**src/rtl/adc_emu_pkg.sv**
```systemverilog
// Shared types and config-word helpers for the LTC2308 pin-level emulator.
// Pure declarations: no latency, no flow control.
package adc_emu_pkg;

  typedef enum logic [1:0] {IDLE, SHIFT, TAIL} state_t;

  localparam int CFG_SD  = 5;
  localparam int CFG_OS  = 4;
  localparam int CFG_S1  = 3;
  localparam int CFG_S0  = 2;
  localparam int CFG_UNI = 1;
  localparam int CFG_SLP = 0;

  localparam logic [5:0] RESET_CFG = 6'b100010;

  // Single-ended channel number is {S1, S0, O/S}, not the field order in the word.
  function automatic logic [2:0] cfg_to_channel(input logic [5:0] cfg);
    return {cfg[CFG_S1], cfg[CFG_S0], cfg[CFG_OS]};
  endfunction

endpackage

```
**src/rtl/adc_pin_sync.sv**
```systemverilog
// Synchronizes one asynchronous ADC pin and flags its edges.
// Level valid SYNC_STAGES clocks after the pin; rise/fall one clock wide; no backpressure.
module adc_pin_sync #(
  parameter int   SYNC_STAGES = 2,
  parameter logic RESET_VAL   = 1'b0
) (
  input  logic clock,
  input  logic reset_n,
  input  logic pin,
  output logic level,
  output logic rise,
  output logic fall
);

  logic [SYNC_STAGES-1:0] sync_q;
  logic                   prev_q;

  always_ff @(posedge clock) begin
    if (!reset_n) begin
      sync_q <= {SYNC_STAGES{RESET_VAL}};
      prev_q <= RESET_VAL;
    end else begin
      sync_q <= {sync_q[SYNC_STAGES-2:0], pin};
      prev_q <= sync_q[SYNC_STAGES-1];
    end
  end

  assign level = sync_q[SYNC_STAGES-1];
  assign rise  = level & ~prev_q;
  assign fall  = ~level & prev_q;

endmodule

```
**src/rtl/adc_spi_responder.sv**
```systemverilog
// LTC2308 emulator: answers CS_N/SCLK/DIN with 12-bit samples; config from frame N selects frame N+1.
// Pin edge to action SYNC_STAGES+1 clocks; the SPI master paces everything, no backpressure.
module adc_spi_responder #(
  parameter int         SYNC_STAGES = 2,
  parameter int         NUM_BITS    = 12,
  parameter int         CFG_BITS    = 6,
  parameter logic [5:0] RESET_CFG   = adc_emu_pkg::RESET_CFG
) (
  input  logic                  clock,
  input  logic                  reset_n,
  input  logic [8*NUM_BITS-1:0] ch_data,
  input  logic                  ADC_CS_N,
  input  logic                  ADC_SCLK,
  input  logic                  ADC_DIN,
  output logic                  ADC_DOUT,
  output logic [CFG_BITS-1:0]   active_cfg,
  output logic                  frame_done,
  output logic                  frame_abort,
  output logic [15:0]           frame_count
);
  import adc_emu_pkg::*;

  localparam int BW = $clog2(NUM_BITS + 1);
  localparam int CW = $clog2(CFG_BITS + 1);
  localparam logic [BW-1:0] BIT_LAST = BW'(NUM_BITS);
  localparam logic [CW-1:0] CFG_LAST = CW'(CFG_BITS);

  logic cs_lvl, cs_rise, cs_fall;
  logic sclk_lvl, sclk_rise, sclk_fall;
  logic din, din_rise, din_fall;
  logic unused_sync;

  // Reset values match an idle bus so release of reset never fakes an edge.
  adc_pin_sync #(.SYNC_STAGES(SYNC_STAGES), .RESET_VAL(1'b1)) u_cs (
    .clock(clock), .reset_n(reset_n), .pin(ADC_CS_N),
    .level(cs_lvl), .rise(cs_rise), .fall(cs_fall));
  adc_pin_sync #(.SYNC_STAGES(SYNC_STAGES), .RESET_VAL(1'b0)) u_sclk (
    .clock(clock), .reset_n(reset_n), .pin(ADC_SCLK),
    .level(sclk_lvl), .rise(sclk_rise), .fall(sclk_fall));
  adc_pin_sync #(.SYNC_STAGES(SYNC_STAGES), .RESET_VAL(1'b0)) u_din (
    .clock(clock), .reset_n(reset_n), .pin(ADC_DIN),
    .level(din), .rise(din_rise), .fall(din_fall));

  assign unused_sync = &{1'b0, cs_lvl, sclk_lvl, din_rise, din_fall};

  state_t                state, state_d;
  logic [NUM_BITS-1:0]   shift_reg, shift_d;
  logic [BW-1:0]         bit_cnt, bit_d;
  logic [CW-1:0]         cfg_cnt, cfg_cnt_d;
  logic [CFG_BITS-1:0]   cfg_shift, cfg_shift_d, active_d;
  logic                  dout_q, dout_d, done_d, abort_d;
  logic [15:0]           frame_count_q, count_d;
  logic [2:0]            ch;
  logic [NUM_BITS-1:0]   raw, sample_result;

  assign ch  = cfg_to_channel(active_cfg);
  assign raw = ch_data[ch*NUM_BITS +: NUM_BITS];

  always_comb begin
    sample_result = raw;
    if (!active_cfg[CFG_SD] || active_cfg[CFG_SLP])
      sample_result = '0;
    else if (!active_cfg[CFG_UNI])
      sample_result[NUM_BITS-1] = ~raw[NUM_BITS-1];
  end

  always_comb begin
    state_d     = state;
    shift_d     = shift_reg;
    bit_d       = bit_cnt;
    cfg_cnt_d   = cfg_cnt;
    cfg_shift_d = cfg_shift;
    active_d    = active_cfg;
    dout_d      = dout_q;
    done_d      = 1'b0;
    abort_d     = 1'b0;
    count_d     = frame_count_q;
    case (state)
      IDLE: begin
        dout_d = 1'b0;
        if (cs_fall) begin
          shift_d   = sample_result;
          dout_d    = sample_result[NUM_BITS-1];
          bit_d     = '0;
          cfg_cnt_d = '0;
          state_d   = SHIFT;
        end
      end
      SHIFT: begin
        // CS_N rising in the same clock as an SCLK edge takes priority.
        if (cs_rise) begin
          abort_d = 1'b1;
          dout_d  = 1'b0;
          if (cfg_cnt == CFG_LAST) active_d = cfg_shift;
          state_d = IDLE;
        end else begin
          if (sclk_rise && cfg_cnt < CFG_LAST) begin
            cfg_shift_d = {cfg_shift[CFG_BITS-2:0], din};
            cfg_cnt_d   = cfg_cnt + CW'(1);
          end
          if (sclk_fall) begin
            bit_d   = bit_cnt + BW'(1);
            shift_d = shift_reg << 1;
            if (bit_d == BIT_LAST) begin
              dout_d  = 1'b0;
              state_d = TAIL;
            end else begin
              dout_d = shift_reg[NUM_BITS-2];
            end
          end
        end
      end
      TAIL: begin
        dout_d = 1'b0;
        if (cs_rise) begin
          active_d = cfg_shift;
          done_d   = 1'b1;
          count_d  = frame_count_q + 16'd1;
          state_d  = IDLE;
        end
      end
      default: state_d = IDLE;
    endcase
  end

  always_ff @(posedge clock) begin
    if (!reset_n) begin
      state         <= IDLE;
      shift_reg     <= '0;
      bit_cnt       <= '0;
      cfg_cnt       <= '0;
      cfg_shift     <= '0;
      active_cfg    <= RESET_CFG;
      dout_q        <= 1'b0;
      frame_done    <= 1'b0;
      frame_abort   <= 1'b0;
      frame_count_q <= '0;
    end else begin
      state         <= state_d;
      shift_reg     <= shift_d;
      bit_cnt       <= bit_d;
      cfg_cnt       <= cfg_cnt_d;
      cfg_shift     <= cfg_shift_d;
      active_cfg    <= active_d;
      dout_q        <= dout_d;
      frame_done    <= done_d;
      frame_abort   <= abort_d;
      frame_count_q <= count_d;
    end
  end

  always_ff @(posedge clock) begin
    if (reset_n && cs_fall) assert (state == IDLE);
  end

  assign ADC_DOUT    = dout_q;
  assign frame_count = frame_count_q;

endmodule
```
**config.mk**
```make
export PLATFORM = sky130hd
export DESIGN_NAME = adc_spi_responder
export DESIGN_NICKNAME = d
export VERILOG_FILES = /design/src/rtl/adc_emu_pkg.sv /design/src/rtl/adc_pin_sync.sv /design/src/rtl/adc_spi_responder.sv
export SDC_FILE = /design/constraint.sdc
export NUM_CORES = 1
export LEC_CHECK = 0
export CAP_MARGIN = 20
export CORE_ASPECT_RATIO = 0.7
export CORE_UTILIZATION = 48
export CTS_CLUSTER_DIAMETER = 120
export DETAILED_ROUTE_END_ITERATION = 8
export GPL_TIMING_DRIVEN = 1
export PLACE_DENSITY = 0.84
export SYNTH_ARGS = -nofsm -noshare
export SYNTH_HDL_FRONTEND = slang
export SYNTH_SLANG_ARGS = --single-unit
export TNS_END_PERCENT = 50
```
**constraint.sdc**
```tcl
create_clock -name clock -period 4.7 [get_ports clock]
set_input_delay 0.94 -clock clock [delete_from_list [all_inputs] [get_ports clock]]
set_output_delay 0.94 -clock clock [all_outputs]
set_load 0.01 [all_outputs]
```
==> impl_metrics.env, run 1 <==
export IMPL_finalClockSkew_ns=0.00468
export IMPL_yosysTopAreaCellShare_pct=35.6
export IMPL_start_util_pct=51.4
export IMPL_die_x_um=101
export IMPL_grt_use_total_pct=26.3
export IMPL_cp_top_family="flip-flops"
export IMPL_drcViolationCount=0
export IMPL_finalHoldWorstSlack_ns=0.414
export IMPL_synth_top_cell_by_area="dfxtp_1"
export IMPL_worst_pin_slew_ns=0.848
export IMPL_drtAntennaViolNets=0
export IMPL_synth_area_leaders="dfxtp_1, mux4_2, mux2i_1"
export IMPL_cpMaxStageDelayCell="dfxtp_2"
export IMPL_power_density_nw_per_um2=219
export IMPL_grt_pass1_wl_mm=14.5
export IMPL_syn_nets=453
export IMPL_port_buffer_count=125
export IMPL_cts_sinks=59
export IMPL_cap_viol_max_count=0
export IMPL_cts_resized=0
export IMPL_path_buf_inv=1
export IMPL_cts_buffers=9
export IMPL_p_leak_nw=1.63
export IMPL_synth_edff_count=0
export IMPL_placed_area_um2=4610
export IMPL_cts_hold_fix_buffers=0
export IMPL_synth_cell_area_um2=3320
export IMPL_clkTransAtPathRegs_ns=0.06
export IMPL_setup_violations=0
export IMPL_hp_class="flop to flop"
export IMPL_worst_setup_path_start_kind="flop"
export IMPL_largest_reg_flops=16
export IMPL_grt_max_degree=46
export IMPL_grt_pass1_vias=3116
export IMPL_grt_setup_unrepaired="no"
export IMPL_synthToLayoutAreaGrowth_pct=43.4
export IMPL_vias_per_cell=5.52
export IMPL_wl_per_cell_um=16.1
export IMPL_min_period_ns=2.85
export IMPL_fin_crit_sh_pct=60.5
export IMPL_die_h_um=71.6
export IMPL_vias=3069
export IMPL_required_ns=3.76
export IMPL_postCtsSetupBuffers=0
export IMPL_drt_iter0_markers=186
export IMPL_slowest_delay_ns=0.88
export IMPL_slew_headroom_pct=43.5
export IMPL_final_area_um2=4760
export IMPL_yosysUniqueCellTypes=42
export IMPL_synth_warnings=0
export IMPL_peakVddDrop_mv=0.105
export IMPL_worstSkewPairLatency_ns=0.33
export IMPL_core_um2=6460
export IMPL_crit_path_end_kind="output pin"
export IMPL_tritoncts="yes"
export IMPL_cts_root_buf="clkbuf_8"
export IMPL_max_freq_mhz=351
export IMPL_synthArstFlopShare_pct=0
export IMPL_drive_above_1_share_pct=11.0
export IMPL_avgSynthCellArea_um2=9.67
export IMPL_fin_nets=573
export IMPL_wl_mm=8.98
export IMPL_worstPathMaxFanout=26
export IMPL_grt_antenna_before_repair=1
export IMPL_synth_seq_cells=59
export IMPL_drv_slew=0
export IMPL_yosysSeqAreaShare_pct=35.6
export IMPL_h_tree_depth=3
export IMPL_grt_overflow_total=0
export IMPL_rows=24
export IMPL_synth_flop_cell="dfxtp_1"
export IMPL_dp_hpwl_mm=7.02
export IMPL_critical_path_class="flop to output pin"
export IMPL_place_gp_congestion=0.866
export IMPL_ff2ff_setup_slack_ns=2.11
export IMPL_dieArea_um2=7250
export IMPL_firstDrtPassIters=5
export IMPL_finalSetupTns_ns=0
export IMPL_status="finished, final reports clean"
export IMPL_ios=126
export IMPL_netlist_instances=343
export IMPL_synth_most_common_cell="dfxtp_1"
export IMPL_ys_top_cells_by_count="dfxtp_1, nor2_1, nand2_1"
export IMPL_clockBufferDepth=2
export IMPL_num_antenna_cells=0
export IMPL_crit_chain="clkdlybuf4s50_1"
export IMPL_critical_path_arrival_ns=1.91
export IMPL_finalHoldViolCount=0
==> per-layer routing <==
| metal | global-route usage, % | vias to the layer above | share of wire [%] |
|---|---|---|---|
| li1 | - | 1474 | - |
| met1 | 32.2 | 1446 | 42 |
| met2 | 44.2 | 127 | 48 |
| met3 | 8.39 | 20 | 7.7 |
| met4 | 8.37 | 2 | 1.7 |
| met5 | 0 | - | 0.089 |
==> kinds of logic (layout without fill, tap and decap cells) <==
group | count (synthesis) | after routing | synth area share (%)
and+or+nand+nor | 140 | 140 | 21.3
buffers and inverters | 29 | 151 | 3.96
xor gates and xnor gates | 14 | 14 | 3.70
DFF | 59 | 59 | 35.6
AOI/OAI and AO/OA | 43 | 43 | 8.07
muxes | 49 | 49 | 23.9
adders and majority gates | 9 | 9 | 3.39
==> path summary, 6_finish.rpt <==
kind / startpoint / endpoint / cells past startpoint
worst max-delay path: active_cfg[4] / active_cfg[4] / 1
worst min-delay path: u_cs.sync_q[0] / u_cs.sync_q[1] / 1
worst max register to register: state[1] / shift_reg[2] / 7
worst min register to register: u_cs.sync_q[0] / u_cs.sync_q[1] / 1
==> power by group <==
group,internal (mW),switching (mW),leakage [nW]
registers,0.509,0.00533,0.478
clock network,0.197,0.174,0.0754
logic,0.104,0.0528,1.08
==> cell usage in the layout (no fill, tap or decap), types with 7 or more instances in the layout <==
cell and instances:
a21oi_1 15, nand2_1 27, a31oi_1 11, dfxtp_1 58, o21ai_0 7, mux2i_1 25, nor2_1 38, ha_1 9
clkbuf_8 10, clkdlybuf4s50_1 125, or2_2 8, mux4_2 23, inv_1 9, nand3_1 22, nor3_1 7, xnor2_1 8
nand2b_1 9, or3_1 7
==> through the flow <==
step                      power, mW  std cells  setup WS [ns]  util, %
after detailed placement      0.682        543           2.06     71.4
after floorplan               0.583        343           2.64        -
after CTS                      1.05        556           1.77     73.7
after global routing           1.09        556           1.68     73.7
final                          1.04        556           1.85     73.7
after global placement        0.677        543           2.15     71.4
==> area by class of cell <==
class / count / area, µm²
multi-input cells: 255 / 2010
clock buffers: 13 / 149
repair buffers: 127 / 1270
fillers: 467 / 1700
well taps: 91 / 114
flip-flops and latches: 59 / 1180
inverters: 11 / 41.3
No activity file was read; power rests on OpenSTA's default activity.
==> inputs of run 2 (changes only) <==
--- a/config.mk
+++ b/config.mk
@@ -7,11 +7,11 @@
 export LEC_CHECK = 0
 export CAP_MARGIN = 20
 export CORE_ASPECT_RATIO = 0.7
-export CORE_UTILIZATION = 48
+export CORE_UTILIZATION = 40
 export CTS_CLUSTER_DIAMETER = 120
 export DETAILED_ROUTE_END_ITERATION = 8
 export GPL_TIMING_DRIVEN = 1
-export PLACE_DENSITY = 0.84
+export PLACE_DENSITY = 0.75
 export SYNTH_ARGS = -nofsm -noshare
 export SYNTH_HDL_FRONTEND = slang
 export SYNTH_SLANG_ARGS = --single-unit
==> constraint.sdc (replaced) <==
create_clock -name clock -period 2.6 [get_ports clock]
set_input_delay 0.52 -clock clock [delete_from_list [all_inputs] [get_ports clock]]
set_output_delay 0.52 -clock clock [all_outputs]
set_load 0.01 [all_outputs]
==> run 2 against run 1 <==
  * Critical path depth increased by 6
  * Die area increased by 19%
  * First-iteration DRC count increased by 5.4%
  * Non-clock buffer count increased by 4
  * Wire length increased by 2.0%
  * Register-to-register slack got worse by 1.7 ns
  * Utilization decreased by 11 points
  * Clock skew about the same
  * Combinational power increased by 83%
  * Clock power increased to 3.0 times the previous value
  * Global-route usage decreased by 4.2 points
  * Power increased by 130%
  * Critical path type is now flop to flop
  * Critical endpoint is now shift_reg[9]
==> impl_metrics.env, run 2 (synthesis gave the netlist of run 1 again) <==
export IMPL_start_util_pct=41.8
export IMPL_min_from="u_cs.sync_q[0]"
export IMPL_worst_pin_slew_ns=0.753
export IMPL_tritoncts="yes"
export IMPL_required_ns=2.84
export IMPL_postCtsSetupBuffers=0
export IMPL_finalClockSkew_ns=0.00492
export IMPL_cts_hold_fix_buffers=0
export IMPL_clockBufferDepth=2
export IMPL_drt_iter0_markers=196
export IMPL_mostFrequentLayoutCells="clkdlybuf4s50_1, dfxtp_1, nor2_1"
export IMPL_slew_headroom_pct=49.7
export IMPL_fin_nets=577
export IMPL_ios=126
export IMPL_die_h_um=78.2
export IMPL_hp_class="flop to flop"
export IMPL_worstSkewPairLatency_ns=0.33
export IMPL_grt_max_degree=46
export IMPL_port_buffer_count=125
export IMPL_nFillCells=668
export IMPL_power_density_nw_per_um2=473
export IMPL_finalHoldViolCount=0
export IMPL_p_leak_nw=1.72
export IMPL_grt_overflow_total=0
export IMPL_finalSetupTns_ns=0
export IMPL_grt_pass1_wl_mm=14.9
export IMPL_grt_setup_unrepaired="no"
export IMPL_dieArea_um2=8670
export IMPL_h_tree_depth=3
export IMPL_drive_above_1_share_pct=12.5
export IMPL_drcViolationCount=0
export IMPL_cap_viol_max_count=0
export IMPL_cts_sinks=59
export IMPL_place_gp_congestion=0.878
export IMPL_r2r_start="state[1]"
export IMPL_peakVddDrop_mv=0.411
export IMPL_cts_resized=0
export IMPL_crit_path_end_kind="flop"
export IMPL_die_x_um=111
export IMPL_wl_per_cell_um=16.0
export IMPL_max_freq_mhz=460
export IMPL_worstPathMaxFanout=13
export IMPL_status="finished, final reports clean"
export IMPL_firstDrtPassIters=4
export IMPL_num_antenna_cells=0
export IMPL_grt_pass1_vias=3089
export IMPL_largest_reg_flops=16
export IMPL_drtAntennaViolNets=0
export IMPL_vias_per_cell=5.45
export IMPL_critical_path_arrival_ns=2.42
export IMPL_finalHoldWorstSlack_ns=0.403
export IMPL_fin_crit_sh_pct=83.5
export IMPL_core_um2=7940
export IMPL_wl_mm=9.16
export IMPL_critical_path_startpoint="state[1]"
export IMPL_clkTransAtPathRegs_ns=0.05
export IMPL_worst_setup_path_start_kind="flop"
export IMPL_dp_hpwl_mm=7.21
export IMPL_cts_root_buf="clkbuf_16"
export IMPL_placed_area_um2=4660
export IMPL_setup_violations=0
export IMPL_min_period_ns=2.17
export IMPL_drv_slew=0
export IMPL_final_area_um2=4960
export IMPL_critical_path_class="flop to flop"
export IMPL_cts_buffers=9
export IMPL_vias=3122
export IMPL_synthToLayoutAreaGrowth_pct=49.4
export IMPL_rows=27
export IMPL_grt_use_total_pct=22.0
export IMPL_final_common_cell="clkdlybuf4s50_1"
export IMPL_grt_antenna_before_repair=1
export IMPL_totalPowerFinal_mw=2.35
-- run 2: cell types whose count changed in the layout (fill, tap and decap cells not counted) --
cell | previous run | this run
buf_4 | 2 | 5
clkbuf_1 | 3 | 2
clkbuf_8 | 10 | 4
buf_12 | 0 | 1
clkbuf_16 | 0 | 9
clkinv_2 | 0 | 1
-- run 2: stage by stage --
| step | instances | util (%) | worst slack, ns |
|---|---|---|---|
| CTS | 573 | 62.4 | 0.475 |
| detailed placement | 557 | 58.8 | 0.460 |
| floorplan | 343 | - | 0.847 |
| global route | 573 | 62.4 | 0.241 |
| global placement | 557 | 58.8 | 0.478 |
| finish | 573 | 62.4 | 0.428 |
-- run 2: final timing paths --
| path | cells after the start | slack, ns | end |
|---|---|---|---|
| worst min-delay path | 1 | 0.40 | u_cs.sync_q[1] |
| worst max register to register | 7 | 0.43 | shift_reg[9] |
| worst max-delay path | 7 | 0.43 | shift_reg[9] |
| worst min register to register | 1 | 0.40 | u_cs.sync_q[1] |
-- run 2: cell type report --
cell class              instances  area, µm²  area share (%)
clock buffers                  15        288            5.81
clock inverters                 1       5.00           0.101
inverters                      11       41.3           0.833
multi-input cells             255       2010            40.5
flip-flops and latches         59       1180            23.9
well taps                     101        126            2.55
repair buffers                131       1310            26.4
-- run 2: critical path: stages (launching register included) --
cell and delay [ns]:
dfxtp_1 0.32, inv_1 0.11, ha_1 0.30, inv_2 0.12
nor3_1 0.34, a32o_1 0.50, nand3_1 0.19, a31oi_1 0.20
-- run 2: routing by layer --
| layer | wire, µm | global-route usage [%] |
|---|---|---|
| met5 | 15 | 0 |
| met4 | 259 | 8.80 |
| met3 | 750 | 9.11 |
| met2 | 4190 | 35.1 |
| met1 | 3950 | 26.5 |
-- run 2: power by group --
part           switching (mW)  total [mW]  internal [mW]
Clock                   0.383        1.13          0.746
Sequential            0.00933       0.931          0.922
Combinational          0.0960       0.287          0.191
Total                   0.488        2.35           1.86
==> inputs of run 3 (changes only) <==
--- a/config.mk
+++ b/config.mk
@@ -7,11 +7,11 @@
 export LEC_CHECK = 0
 export CAP_MARGIN = 20
 export CORE_ASPECT_RATIO = 0.7
-export CORE_UTILIZATION = 40
+export CORE_UTILIZATION = 45
 export CTS_CLUSTER_DIAMETER = 120
 export DETAILED_ROUTE_END_ITERATION = 8
 export GPL_TIMING_DRIVEN = 1
-export PLACE_DENSITY = 0.75
+export PLACE_DENSITY = 0.8
 export SYNTH_ARGS = -nofsm -noshare
 export SYNTH_HDL_FRONTEND = slang
 export SYNTH_SLANG_ARGS = --single-unit
==> constraint.sdc (replaced) <==
create_clock -name clock -period 2 [get_ports clock]
set_input_delay 0.4 -clock clock [delete_from_list [all_inputs] [get_ports clock]]
set_output_delay 0.4 -clock clock [all_outputs]
set_load 0.01 [all_outputs]
==> run 3 against run 2 <==
  * Maximum frequency increased by 12%
  * Sequential share of layout area decreased by 0.29 points
  * Critical path depth unchanged
  * Worst setup slack got worse by 0.36 ns
  * Non-clock buffer count increased by 11
  * Via count increased by 2.6%
  * Critical endpoint is now cfg_cnt[0]
  * Clock skew increased by 0.0049 ns
  * First-iteration DRC count increased by 0.51%
  * Die area decreased by 11%
  * Worst hold slack improved by 0.015 ns
  * Power increased by 22%
==> impl_metrics.env, run 3 (synthesis gave the netlist of run 1 again) <==
export IMPL_setup_ws_ns=0.0682
export IMPL_crit_path_end_kind="flop"
export IMPL_cts_root_buf="clkbuf_8"
export IMPL_worstSkewPairLatency_ns=0.34
export IMPL_grt_max_degree=22
export IMPL_min_from="u_cs.sync_q[0]"
export IMPL_hp_class="flop to flop"
export IMPL_tritoncts="yes"
export IMPL_vias_per_cell=5.55
export IMPL_hold_path_depth=1
export IMPL_drive_above_1_share_pct=15.5
export IMPL_cap_viol_max_count=0
export IMPL_num_antenna_cells=0
export IMPL_die_h_um=73.8
export IMPL_placed_area_um2=4740
export IMPL_dpl_worst_slack_ns=0.00416
export IMPL_nFillCells=531
export IMPL_max_freq_mhz=518
export IMPL_met2_usage_pct=43.2
export IMPL_worst_r2r_cell_count=7
export IMPL_start_util_pct=47.8
export IMPL_slew_headroom_pct=70.6
export IMPL_grt_use_total_pct=24.5
export IMPL_die_x_um=105
export IMPL_finalHoldViolCount=0
export IMPL_r2r_end="cfg_cnt[0]"
export IMPL_grt_pass1_wl_mm=14.6
export IMPL_ff2ff_setup_slack_ns=0.07
export IMPL_grt_antenna_before_repair=0
export IMPL_grt_overflow_total=0
export IMPL_firstDrtPassIters=4
export IMPL_final_common_cell="clkdlybuf4s50_1"
export IMPL_core_um2=6940
export IMPL_drv_slew=0
export IMPL_final_area_um2=5030
export IMPL_ios=126
export IMPL_drcViolationCount=0
export IMPL_drtAntennaViolNets=0
export IMPL_cts_sinks=59
export IMPL_fin_nets=588
export IMPL_clockBufferDepth=2
export IMPL_mostFrequentLayoutCells="clkdlybuf4s50_1, dfxtp_1, nor2_1"
export IMPL_cpMaxStageDelayCell="nor3_1"
export IMPL_wl_mm=9.32
export IMPL_cts_hold_fix_buffers=0
export IMPL_use_met1_pct=29.3
export IMPL_critical_path_class="flop to flop"
export IMPL_p_leak_nw=1.77
export IMPL_min_to="u_cs.sync_q[1]"
export IMPL_power_density_nw_per_um2=571
export IMPL_drt_iter0_markers=197
export IMPL_finalClockSkew_ns=0.00986
export IMPL_required_ns=2.21
export IMPL_slowest_delay_ns=0.43
export IMPL_gr_max_usage_layer="met2"
export IMPL_totalPowerFinal_mw=2.87
export IMPL_finalHoldWorstSlack_ns=0.418
export IMPL_port_buffer_count=125
export IMPL_largest_reg_flops=16
export IMPL_dieArea_um2=7730
export IMPL_grt_pass1_vias=3128
export IMPL_r2r_start="state[0]"
export IMPL_grt_setup_unrepaired="yes"
export IMPL_critical_path_arrival_ns=2.14
export IMPL_worst_pin_slew_ns=0.437
export IMPL_worstPathMaxFanout=7
export IMPL_fin_crit_sh_pct=96.6
export IMPL_peakVddDrop_mv=0.476
export IMPL_clkTransAtPathRegs_ns=0.07
export IMPL_synthToLayoutAreaGrowth_pct=51.7
export IMPL_dp_hpwl_mm=7.31
export IMPL_worst_setup_path_start_kind="flop"
export IMPL_use_met3_pct=8.25
export IMPL_rows=25
export IMPL_setup_violations=0
export IMPL_status="finished, final reports clean"
export IMPL_place_gp_congestion=0.876
export IMPL_vias=3203
export IMPL_finalSetupTns_ns=0
export IMPL_h_tree_depth=3
export IMPL_wl_per_cell_um=16.1
export IMPL_min_period_ns=1.93
export IMPL_crit_chain="inv_1, ha_1, nor3_1, a32oi_1, buf_4, xnor2_1, nor2_1"
export IMPL_cts_buffers=9
-- run 3: changes by cell type in the layout (fill, tap and decap cells not counted), sizes merged --
cell,before,now
clkbuf,15,14
buf,6,16
bufinv,0,2
-- run 3: stage by stage --
stage,util (%),std cells
final,72.5,577
after global routing,72.5,577
after CTS,71.7,575
after detailed placement,68.2,559
after global placement,68.2,559
after floorplan,-,343
-- run 3: timing repair --
action | 4_1_cts | 5_1_grt
endpoints found under the setup margin | 2 | 14
setup buffers | 0 | 1
gates resized for setup | 2 | 3
cloned | 0 | 1
pin swaps | 0 | 2
-- run 3: how the worst max path moves through the flow --
| stage | from | end | cells past startpoint |
|---|---|---|---|
| detailed placement | ch_data[95] | ADC_DOUT | 6 |
| CTS | active_cfg[4] | active_cfg[4] | 2 |
| global placement | ch_data[47] | ADC_DOUT | 6 |
| global route | state[1] | shift_reg[0] | 8 |
| finish | state[0] | cfg_cnt[0] | 7 |
| floorplan | state[1] | shift_reg[1] | 9 |
-- run 3: cell type report --
type	instances	area [µm²]	share of cell area, %
Sequential cell	59	1190	23.6
Inverter	11	41.3	0.820
Tap cell	94	118	2.34
Clock inverter	3	68.8	1.37
Clock buffer	13	169	3.36
Multi-Input combinational cell	255	2020	40.1
Timing Repair Buffer	142	1430	28.5
-- run 3: power by group --
group,switching (mW),internal [mW],total [mW],leakage (nW)
Combinational,0.134,0.267,0.401,1.18
Sequential,0.0135,1.19,1.21,0.479
Clock,0.460,0.807,1.27,0.120
-- run 3: worst max-delay path: cells and delay by family, from the launching register on --
kind / cells / cell delay (ns)
xor gates and xnor gates: 1 / 0.21
AOI/OAI and AO/OA: 1 / 0.14
and+or+nand+nor: 2 / 0.52
DFF: 1 / 0.38
adders and majority gates: 1 / 0.28
buffers and inverters: 2 / 0.27
-- run 3: per-layer routing --
layer | up-vias | routed length, µm
met3 | 12 | 674
met1 | 1556 | 4020
met2 | 129 | 4510
met5 | - | 0
li1 | 1506 | -
met4 | 0 | 111
